--- src/rtl/picoproc_pkg.sv ---
`default_nettype none
// ============================================================================
//  Module      : picoproc_pkg
//  Description : Shared instruction-class encodings, select codes and default
//                register indices for the picoprocessor decoder.
//  Revision    : 1.0 - initial release
// ============================================================================
package picoproc_pkg;

    localparam int unsigned c_default_i_idx  = 6;
    localparam int unsigned c_default_dm_idx = 7;

    typedef enum logic [2:0] {
        CLS_LDI = 3'd0,
        CLS_MOV = 3'd1,
        CLS_ALU = 3'd2,
        CLS_JMP = 3'd3,
        CLS_JNZ = 3'd4
    } instr_class_t;

    // Source-mux codes that sit just above the NDST register selects.
    function automatic int unsigned imm_sel(input int unsigned dst_w);
        return 2 ** dst_w;
    endfunction

    function automatic int unsigned self_sel(input int unsigned dst_w);
        return (2 ** dst_w) + 1;
    endfunction

    function automatic int unsigned rst_sel(input int unsigned dst_w);
        return (2 ** dst_w) + 2;
    endfunction

    // Class is a prefix code on the top four instruction bits.
    function automatic instr_class_t classify(input logic [3:0] top);
        if (!top[3])      return CLS_LDI;
        else if (!top[2]) return CLS_MOV;
        else if (!top[1]) return CLS_ALU;
        else if (!top[0]) return CLS_JMP;
        else              return CLS_JNZ;
    endfunction

endpackage
`default_nettype wire

--- src/rtl/sat_counter.sv ---
`default_nettype none
// ============================================================================
//  Module      : sat_counter
//  Description : Saturating up-counter with synchronous clear.
//  Revision    : 1.0 - initial release
// ============================================================================
module sat_counter #(
    parameter int unsigned CW = 16
) (
    input  logic          clk,
    input  logic          rst,
    input  logic          inc,
    input  logic          clr,
    output logic [CW-1:0] count
);

    logic [CW-1:0] r_count;

    // Clear has priority over an increment on the same edge.
    always_ff @(posedge clk or posedge rst) begin
        if (rst) begin
            r_count <= '0;
        end else if (clr) begin
            r_count <= '0;
        end else if (inc && (r_count != '1)) begin
            r_count <= r_count + CW'(1);
        end
    end

    assign count = r_count;

endmodule
`default_nettype wire

--- src/rtl/instruction_decoder_pipe.sv ---
`default_nettype none
// ============================================================================
//  Module      : instruction_decoder_pipe
//  Description : Registered picoprocessor instruction decoder with stall,
//                taken-jump squash and retired/NOP performance counters.
//  Revision    : 1.0 - initial release
// ============================================================================
module instruction_decoder_pipe
    import picoproc_pkg::*;
#(
    parameter  int unsigned DST_W  = 3,
    parameter  int unsigned I_IDX  = c_default_i_idx,
    parameter  int unsigned DM_IDX = c_default_dm_idx,
    parameter  int unsigned CW     = 16,
    localparam int unsigned IW     = 2 * DST_W + 2,
    localparam int unsigned NDST   = 2 ** DST_W
) (
    input  logic            clk,
    input  logic            sync_reset,
    input  logic [IW-1:0]   instr_in,
    input  logic            instr_valid,
    output logic            instr_ready,
    input  logic            stall,
    input  logic            jump_taken,
    input  logic            cnt_clr,
    output logic [NDST:0]   reg_en,
    output logic [DST_W:0]  source_sel,
    output logic [DST_W:0]  imm,
    output logic            i_sel,
    output logic            x_sel,
    output logic            y_sel,
    output logic            jmp,
    output logic            jmp_nz,
    output logic [CW-1:0]   retired_cnt,
    output logic [CW-1:0]   nop_cnt
);

    localparam logic [DST_W:0]   c_IMM_SEL  = (DST_W + 1)'(imm_sel(DST_W));
    localparam logic [DST_W:0]   c_SELF_SEL = (DST_W + 1)'(self_sel(DST_W));
    localparam logic [DST_W:0]   c_RST_SEL  = (DST_W + 1)'(rst_sel(DST_W));
    localparam logic [DST_W-1:0] c_I_IDX    = DST_W'(I_IDX);
    localparam logic [DST_W-1:0] c_DM_IDX   = DST_W'(DM_IDX);

    logic [IW-1:0]    r_ir;
    logic             r_ir_valid;
    logic             r_squash;

    instr_class_t     w_cls;
    logic [DST_W-1:0] w_dst;
    logic [DST_W-1:0] w_src;
    logic             w_has_dst;
    logic             w_live;
    logic             w_nop;

    assign instr_ready = !stall;

    // The slot loaded on the edge that ends a taken-jump cycle is killed.
    always_ff @(posedge clk or posedge sync_reset) begin
        if (sync_reset) begin
            r_ir       <= '0;
            r_ir_valid <= 1'b0;
            r_squash   <= 1'b0;
        end else if (!stall) begin
            r_ir       <= instr_in;
            r_ir_valid <= instr_valid && !(jump_taken && !stall);
            r_squash   <= jump_taken;
        end
    end

    assign w_cls     = classify(r_ir[IW-1 -: 4]);
    assign w_src     = r_ir[DST_W-1:0];
    assign w_dst     = (w_cls == CLS_LDI) ? r_ir[IW-2 -: DST_W]
                                          : r_ir[2*DST_W-1:DST_W];
    assign w_has_dst = (w_cls == CLS_LDI) || (w_cls == CLS_MOV);
    assign w_live    = r_ir_valid && !r_squash && !stall;
    assign w_nop     = w_live && (w_cls == CLS_MOV) && (w_dst == w_src);
    assign imm       = r_ir[DST_W:0];

    always_comb begin
        reg_en     = '0;
        source_sel = '0;
        i_sel      = 1'b0;
        x_sel      = 1'b0;
        y_sel      = 1'b0;
        jmp        = 1'b0;
        jmp_nz     = 1'b0;
        if (sync_reset) begin
            reg_en     = '1;
            source_sel = c_RST_SEL;
        end else if (w_live) begin
            source_sel = {1'b0, w_src};
            i_sel      = !(w_has_dst && (w_dst == c_I_IDX));
            case (w_cls)
                CLS_LDI: begin
                    reg_en[{1'b0, w_dst}] = 1'b1;
                    source_sel            = c_IMM_SEL;
                end
                CLS_MOV: begin
                    reg_en[{1'b0, w_dst}] = 1'b1;
                    if (w_dst == w_src) begin
                        source_sel = c_SELF_SEL;
                    end
                    // Reading data memory post-increments the pointer.
                    if (w_src == c_DM_IDX) begin
                        reg_en[I_IDX] = 1'b1;
                    end
                end
                CLS_ALU: begin
                    reg_en[NDST] = 1'b1;
                    x_sel        = r_ir[IW-4];
                    y_sel        = r_ir[IW-5];
                end
                CLS_JMP: jmp    = 1'b1;
                CLS_JNZ: jmp_nz = 1'b1;
                default: ;
            endcase
            if (w_has_dst && (w_dst == c_DM_IDX)) begin
                reg_en[I_IDX] = 1'b1;
            end
        end
    end

    sat_counter #(.CW(CW)) u_retired_cnt (
        .clk   (clk),
        .rst   (sync_reset),
        .inc   (w_live),
        .clr   (cnt_clr),
        .count (retired_cnt)
    );

    sat_counter #(.CW(CW)) u_nop_cnt (
        .clk   (clk),
        .rst   (sync_reset),
        .inc   (w_nop),
        .clr   (cnt_clr),
        .count (nop_cnt)
    );

endmodule
`default_nettype wire

--- config.mk ---
export PLATFORM = sky130hd
export DESIGN_NAME = instruction_decoder_pipe
export DESIGN_NICKNAME = d
export VERILOG_FILES = /design/src/rtl/picoproc_pkg.sv /design/src/rtl/sat_counter.sv /design/src/rtl/instruction_decoder_pipe.sv
export SDC_FILE = /design/constraint.sdc
export NUM_CORES = 1
export LEC_CHECK = 0
export BUFFER_PORTS_ARGS = -buffer_cell sky130_fd_sc_hd__buf_4
export CORE_ASPECT_RATIO = 1.75
export CORE_MARGIN = 2
export CORE_UTILIZATION = 53
export DETAILED_ROUTE_END_ITERATION = 8
export PLACE_DENSITY = 0.8
export SLEW_MARGIN = 25
export SYNTH_ARGS = -nofsm -noshare
export SYNTH_HDL_FRONTEND = slang
export SYNTH_SLANG_ARGS = --single-unit
--- constraint.sdc ---
create_clock -name clk -period 2.2 [get_ports clk]
set_input_delay 0.22 -clock clk [delete_from_list [all_inputs] [get_ports clk]]
set_output_delay 0.22 -clock clk [all_outputs]
set_load 0.005 [all_outputs]
==> results.md, run 1 <==
* Setup CP Type: reg2out
* Post-Synthesis Cells at 284
* Critical path's largest stage delay at 410 ps
* P&R area growth vs syn at 26.06%
* Final Non-Filler Cells at 404
* Initial Utilization at 55.27%
* Layout Skew at 9.337 ps
* Total GRT Usage at 23.28%
* Peak supply drop at roughly 0.53 mV
* EDFF count, synth at 0
* Routed len/inst at approximately 15 um
* GR Overflow Total at 0
* Gpl congestion at 0.9126
* Ports at 69
* Clk_lat worst skew at approximately 310 ps
* Post-layout nets at 367
* Area post-placement at 0.003127 mm2
* Critical R2R Launch: r_ir[7]
* Clock H-tree levels at 2
* Leading post-synthesis cells by cell area: dfrtp_1 (41%), mux2_2 (6.6%), nor2_1 (4.2%)
* Initial antenna violation count at 0
* Clock Sink Count at 42
* RSZ-0062 raised after global routing: true
* CP Max Fanout at 14
* Remaining DRCs at 0
* TritonCTS buffer count at 5
* Worst path cell trace: buf_6 -> a21bo_2 -> a31oi_1 -> a311oi_2 -> nand2_1 -> a41o_1 -> buf_4
* Syn Nets at 300
* Total chip power at 1.597 mW
* Global-route wire length before repair at 10050 um
* Die height at 96.28 um
* DIE WIDTH at 56.73 um
* Design area at 0.003251 mm2
* PwrDens at ~490 mW/mm2
* Worst-path clk slew at 90 ps
* Initial DRC count at 60
* Fraction of registers with async set/reset at 100.0%
* Worst Path Arrival at between 1500 and 2000 ps
* Netlist cell types at 45
* Buf/Inv on CP at 2
* Post-synthesis sequential area ratio at between 40% and 50%
* Top-area cell type share of the netlist area at approximately 40%
* Setup crit start kind: register
* Leak at roughly 1.5 nW
* Final Max Tran Viols at 0
* Yosys reg bits at 42
* CTS tree: yes
* Worst Hold Class: in2async
* Slew HR at 65.07%
* Core Rows at 33
* Final Hold Vio Count at 0
* Final setup viols at 0
* Synth Warn # at 0
* Most common cell after layout, fill and taps aside: buf_4
* CP endpoint kind: output port
* Die footprint at 0.005462 mm2
* Post-route ant nets at 0
* Share of layout cells above drive strength 1 at 31.82%
* First-pass DRT Iterations at 4
* First element of the critical path: r_ir[7]
* Most frequent cells in the layout: buf_4 (78), dfrtp_1 (42), nor2_1 (28)
* Maxcap violations at 0
* Family with the most delay on the worst path: compound AO/OA/AOI/OAI gates
* Status: completed
* Diode count at 0
* Root Buffer: clkbuf_8
* Placed Instances at approximately 400
* Dpl hpwl at 4616 um
* Fin crit period at 2120 ps
* Final setup TNS at 0 ps
* Slew @ Worst Pin at 521.6 ps
* Post-Syn Area at 0.002579 mm2
* CP required at 1980 ps
* Min Hold Slack at 21.93 ps
* Vias at approximately 2400
* Critical path's slowest cell: dfrtp_1
* Via density at between 5 and 6
* Syn avg cell area at 9.080 um2
* Max Clock Freq at 471.8 MHz
* Number of global-route vias before repair at 2271
* Port bufs at 68
* Clk buf depth at 2
* Post-synth top area cell: dfrtp_1
* Core box area at 0.004666 mm2
* Period utilisation layout at 96.35%
* Total Wirelength at 6179 um
* Largest net degree at the start of global routing at 38
* Main flop type after synthesis: dfrtp_1
==> final timing paths <==
kind | endpoint | slack (ps) | cells past startpoint
max | source_sel[1] | 80 | 7
min | u_retired_cnt.count[9] | 20 | 3
max reg2reg | u_nop_cnt.count[11] | 130 | 6
min reg2reg | r_ir_valid | 530 | 1
max in group asynchronous | u_nop_cnt.count[4] | 1900 | 3
min in group clk | r_ir_valid | 130 | 2
==> tightest hold or removal path, cell delays in order <==
cell and delay, ps:
buf_4 150, clkinv_1 80, buf_4 260
==> layout make-up <==
| type | count | area, um2 |
|---|---|---|
| fill | 405 | 1415 |
| multi-input combinational | 211 | 1391 |
| sequential | 42 | 1051 |
| timing repair buffer | 80 | 608.1 |
| clock buffer | 5 | 68.82 |
| tap | 52 | 65.06 |
| inverter | 11 | 41.29 |
| clock inverter | 3 | 25.02 |
==> synthesized netlist by cell type (2+ instances only) <==
library cell,count
mux2_2,15
and4_1,4
xor2_1,6
nor4_1,4
buf_6,2
buf_4,4
dfrtp_1,42
nor2_1,29
ha_1,2
inv_1,11
or3_1,4
nand2_1,18
a41o_1,2
and3_1,7
or4_1,7
buf_2,4
xnor2_1,9
mux2i_1,4
nand3_1,10
o211ai_1,2
a211oi_1,2
a31oi_1,3
nand4_1,10
clkbuf_1,8
o21ai_0,8
a21o_1,3
o31ai_1,11
nor3_1,12
and2_1,4
buf_1,2
nor2b_1,5
a21oi_1,17
==> layer usage <==
metal / up-vias / GRT usage, % / wire (um)
li1: 1157 / - / -
met1: 1161 / 25.28 / 2425
met2: 56 / 43.80 / 3385
met3: 16 / 3.763 / 235
met4: 0 / 10.27 / 133
met5: - / 0 / 0
==> per-stage QoR <==
stage / setup WS, ps / util, %
final: 80.40 / 69.67
after global routing: -19.04 / 69.67
after CTS: 3.594 / 69.19
after detailed placement: 118.3 / 67.02
after global placement: 196.5 / 67.02
after floorplan: 309.7 / -
==> repair_timing <==
action,4_1_cts,5_1_grt
resized for setup,0,7
endpoints found under the setup margin,4,7
pin swaps,1,1
hold buffers,0,0
setup buffers,1,0
==> sequential cells by signal, indices dropped and copies added (netlist names) <==
signal and count:
u_nop_cnt.count 16, r_squash 1, r_ir 8, r_ir_valid 1, u_retired_cnt.count 16
==> logic make-up after synthesis <==
group | after synthesis | synth area share (%)
buf+inv | 31 | 5.871
mux | 19 | 8.103
compound gates | 53 | 13.25
fa+ha+maj | 2 | 0.9702
flops | 42 | 40.76
xor+xnor | 15 | 5.095
simple gates | 122 | 25.96
==> where the power goes <==
group	switching, mW	internal [mW]	leakage, nW
combinational	0.137	0.123	0.863
sequential	0.0244	0.790	0.565
clock	0.293	0.229	0.0447
(Power assumes the default switching activity.)
==> run 2, diff against run 1 <==
--- a/config.mk
+++ b/config.mk
@@ -5,12 +5,13 @@
 export SDC_FILE = /design/constraint.sdc
 export NUM_CORES = 1
 export LEC_CHECK = 0
+export ABC_AREA = 1
 export BUFFER_PORTS_ARGS = -buffer_cell sky130_fd_sc_hd__buf_4
 export CORE_ASPECT_RATIO = 1.75
 export CORE_MARGIN = 2
-export CORE_UTILIZATION = 53
+export CORE_UTILIZATION = 50
 export DETAILED_ROUTE_END_ITERATION = 8
-export PLACE_DENSITY = 0.8
+export PLACE_DENSITY = 0.75
 export SLEW_MARGIN = 25
 export SYNTH_ARGS = -nofsm -noshare
 export SYNTH_HDL_FRONTEND = slang
==> run 2 against run 1 <==
Effect of this change: the run now ends with negative hold slack left; sequential power about the same; die area is 17% higher; via count rose by 29%; combinational power hardly changed; worst setup slack improved by 63 ps; critical path type unchanged; critical endpoint unchanged; largest cell class unchanged.
==> results.md, run 2 <==
* Status: finished with violations (was completed)
* Failing checks: negative hold slack
* Netlist cell types at 32 (was 45)
* Buf/Inv on CP at 2 (unchanged)
* CP Max Fanout at 7 (was 14)
* Yosys reg bits at 42 (unchanged)
* Fraction of registers with async set/reset at 100.0% (unchanged)
* Via density at 5.428 (was 5.916)
* Fraction of synthesized area in multiplexers at 0% (was 8.103%)
* Post-Syn Area at 0.002879 mm2 (was 0.002579 mm2)
* Setup crit start kind: register (unchanged)
* Most frequent cells in the layout: nand2_1 (138), buf_4 (77), nand3_1 (51) (was buf_4 (78), dfrtp_1 (42), nor2_1 (28))
* Family with the most delay on the worst path: simple AND/OR/NAND/NOR gates (was compound AO/OA/AOI/OAI gates)
* Simple-gate area share of the yosys netlist at 41.89% (was 25.96%)
* Worst Path Arrival at 1840 ps (was 1900 ps)
* Number of global-route vias before repair at 3024 (was 2271)
* Clock Power Share at 32.1% (was 32.7%)
* Layout Skew at 13.00 ps (was 9.337 ps)
* Clock Sink Count at 42 (unchanged)
* PwrDens at 448.7 mW/mm2 (was 491.3 mW/mm2)
* Post-route ant nets at 0 (unchanged)
* Synth cell count leaders: nand2_1 (138), nand3_1 (52), nor2_1 (46) (was dfrtp_1 (42), nor2_1 (29), nand2_1 (18))
* Final setup TNS at 0 ps (unchanged)
* RSZ-0062 raised after global routing: false (was true)
* CP endpoint kind: output port (unchanged)
* Worst-path clk slew at 80 ps (was 90 ps)
* Post-synthesis sequential area ratio at 36.51% (was 40.76%)
* Clock H-tree levels at 2 (unchanged)
* Reg2Reg Depth at 9 (was 6)
* FF-to-FF setup slack at 350 ps (was 130 ps)
* Post-Synth Adder-Cell Area at 0.8692% (was 0.9704%)
* Core Rows at 36 (was 33)
* Most common cell after layout, fill and taps aside: nand2_1 (was buf_4)
* Leak at 1.790 nW (was 1.473 nW)
* Vias at 3083 (was 2390)
* Max Clock Freq at 486.2 MHz (was 471.8 MHz)
* Gpl congestion at 0.9136 (was 0.9126)
* Syn Nets at 440 (was 300)
* CP required at 1980 ps (about the same)
* Post-synth top area cell: dfrtp_1 (unchanged)
* Global-route wire length before repair at 12890 um (was 10050 um)
* Synth Warn # at 0 (unchanged)
* GR Overflow Total at 0 (unchanged)
* Final setup viols at 0 (unchanged)
* Top-area cell type share of the netlist area at 36.51% (was 40.76%)
* Critical R2R Launch: u_retired_cnt.count[0] (was r_ir[7])
* Root Buffer: clkbuf_8 (unchanged)
* Final Max Tran Viols at 0 (unchanged)
* Number of hold buffers added after CTS at 0 (unchanged)
* Fin crit period at 2057 ps (was 2120 ps)
* Leading post-synthesis cells by cell area: dfrtp_1 (37%), nand2_1 (18%), nand3_1 (9.0%) (was dfrtp_1 (41%), mux2_2 (6.6%), nor2_1 (4.2%))
* NetSw at 0.4764 mW (was 0.4546 mW)
* EDFF count, synth at 0 (unchanged)
* Most common cell in the netlist: nand2_1 (was dfrtp_1)
* Setup CP Type: reg2out (unchanged)
* Min Hold Slack at -4.562 ps (was 21.93 ps)
* Largest net degree at the start of global routing at 33 (was 38)
* Initial antenna violation count at 0 (unchanged)
* Post-layout nets at 507 (was 367)
* Peak supply drop at 0.4148 mV (was 0.5253 mV)
* Worst path cell trace: inv_2 -> nand2_1 -> nand2_1 -> nand2_1 -> nand2_1 -> nand3_2 -> o21ai_2 -> o21ai_0 -> buf_4 (was buf_6 -> a21bo_2 -> a31oi_1 -> a311oi_2 -> nand2_1 -> a41o_1 -> buf_4)
* Total Wirelength at 7851 um (was 6179 um)
* Remaining DRCs at 0 (unchanged)
* Most common cell on crit path: nand2_1
* Int Pwr at 1.113 mW (was 1.143 mW)
* Final Hold Vio Count at 16 (was 0)
* Diode count at 0 (unchanged)
* Clk_lat worst skew at 310 ps (about the same)
* Largest family of logic cells by synthesized area: simple AND/OR/NAND/NOR gates (unchanged)
* TritonCTS buffer count at 5 (unchanged)
* Critical path's largest stage delay at 460 ps (was 410 ps)
* Synth Area in XOR/XNOR at 4.563% (was 5.095%)
* Synth Area in Compound Gates at 7.214% (was 13.25%)
* Maxcap violations at 0 (unchanged)
* Port bufs at 68 (unchanged)
* Clk buf depth at 2 (unchanged)
* Share of total power in sequential cells at 51.4% (was 51.0%)
* Slew @ Worst Pin at 587.0 ps (was 521.6 ps)
* Initial DRC count at 201 (was 60)
* Syn avg cell area at 6.790 um2 (was 9.080 um2)
* Die height at 104.4 um (was 96.28 um)
* Core box area at 0.005585 mm2 (was 0.004666 mm2)
* P&R area growth vs syn at 23.03% (was 26.06%)
* RR Endpoint: u_retired_cnt.count[13] (was u_nop_cnt.count[11])
* Critical path's slowest cell: dfrtp_2 (was dfrtp_1)
* Die footprint at 0.006405 mm2 (was 0.005462 mm2)
* Slew HR at 60.81% (was 65.07%)
* Post-Synthesis Cells at 424 (was 284)
* Dpl hpwl at 5952 um (was 4616 um)
* Routed len/inst at 13.82 um (was 15.29 um)
* Total GRT Usage at 25.72% (was 23.28%)
* Ports at 69 (unchanged)
* Combinational share of power at 16.5% (was 16.3%)
* Initial Utilization at 51.55% (was 55.27%)
* Switching share of power at 29.98% (was 28.46%)
* First-pass DRT Iterations at 4 (unchanged)
* Period utilisation layout at 93.49% (was 96.35%)
* DIE WIDTH at 61.36 um (was 56.73 um)
* Main flop type after synthesis: dfrtp_1 (unchanged)
* CTS tree: yes (unchanged)
* Worst Hold Class: in2async (unchanged)
* Share of layout cells above drive strength 1 at 21.34% (was 31.82%)
-- run 2: logic make-up (layout without fill, tap and decap cells) --
| logic type | Yosys count | after routing |
|---|---|---|
| XOR/XNOR | 15 | 15 |
| flip-flops | 42 | 42 |
| AO/OA/AOI/OAI | 37 | 37 |
| AND/OR/NAND/NOR | 271 | 271 |
| buffers and inverters | 57 | 125 |
| adder cells (fa/ha/maj) | 2 | 2 |
-- run 2: through the flow --
step / std cells / power, mW / instance area, um2 / utilization, % / setup slack, ps
finish: 568 / 1.589 / 3542 / 63.42 / 143.2
global route: 568 / 1.656 / 3542 / 63.42 / 8.699
CTS: 566 / 1.589 / 3516 / 62.95 / 33.64
detailed placement: 558 / 1.085 / 3430 / 61.40 / 298.6
global placement: 558 / 1.080 / 3430 / 61.40 / 345.5
floorplan: 424 / 0.9971 / 2880 / - / 611.7
-- run 2: power groups by stage --
stage	Clock (mW)	Combinational [mW]	Sequential [mW]
global route	0.541	0.295	0.821
floorplan	0	0.175	0.823
global placement	0	0.250	0.830
finish	0.510	0.263	0.817
CTS	0.519	0.255	0.816
detailed placement	0	0.254	0.831
-- run 2: timing repair --
action,CTS,global route
gates resized for setup,1,6
cloned,0,0
setup endpoints to repair,2,4
setup buffers,0,2
-- run 2: cell type report --
| cell class | count | area (um2) |
|---|---|---|
| multi-input combinational | 325 | 1579 |
| sequential | 42 | 1054 |
| inverter | 40 | 150.1 |
| fill | 582 | 2043 |
| timing repair buffer | 77 | 578.1 |
| tap | 76 | 95.09 |
| clock inverter | 2 | 13.76 |
| clock buffer | 6 | 72.57 |
-- run 2: worst max-delay path by stage --
stage | start | end | slack (ps) | depth (start not counted)
finish | r_ir[7] | source_sel[1] | 140 | 9
global route | r_ir[7] | source_sel[1] | 9 | 9
CTS | r_ir[7] | source_sel[1] | 30 | 9
detailed placement | r_ir[7] | source_sel[1] | 300 | 9
global placement | r_ir[7] | source_sel[1] | 350 | 9
floorplan | u_retired_cnt.count[0] | u_retired_cnt.count[11] | 610 | 10
-- run 2: per-layer routing --
metal / vias to the layer above / global-route usage, % / wire length [um]
li1: 1502 / - / -
met1: 1471 / 26.79 / 2845
met2: 89 / 47.34 / 4468
met3: 21 / 2.985 / 306
met4: 0 / 12.31 / 231
met5: - / 0 / 0
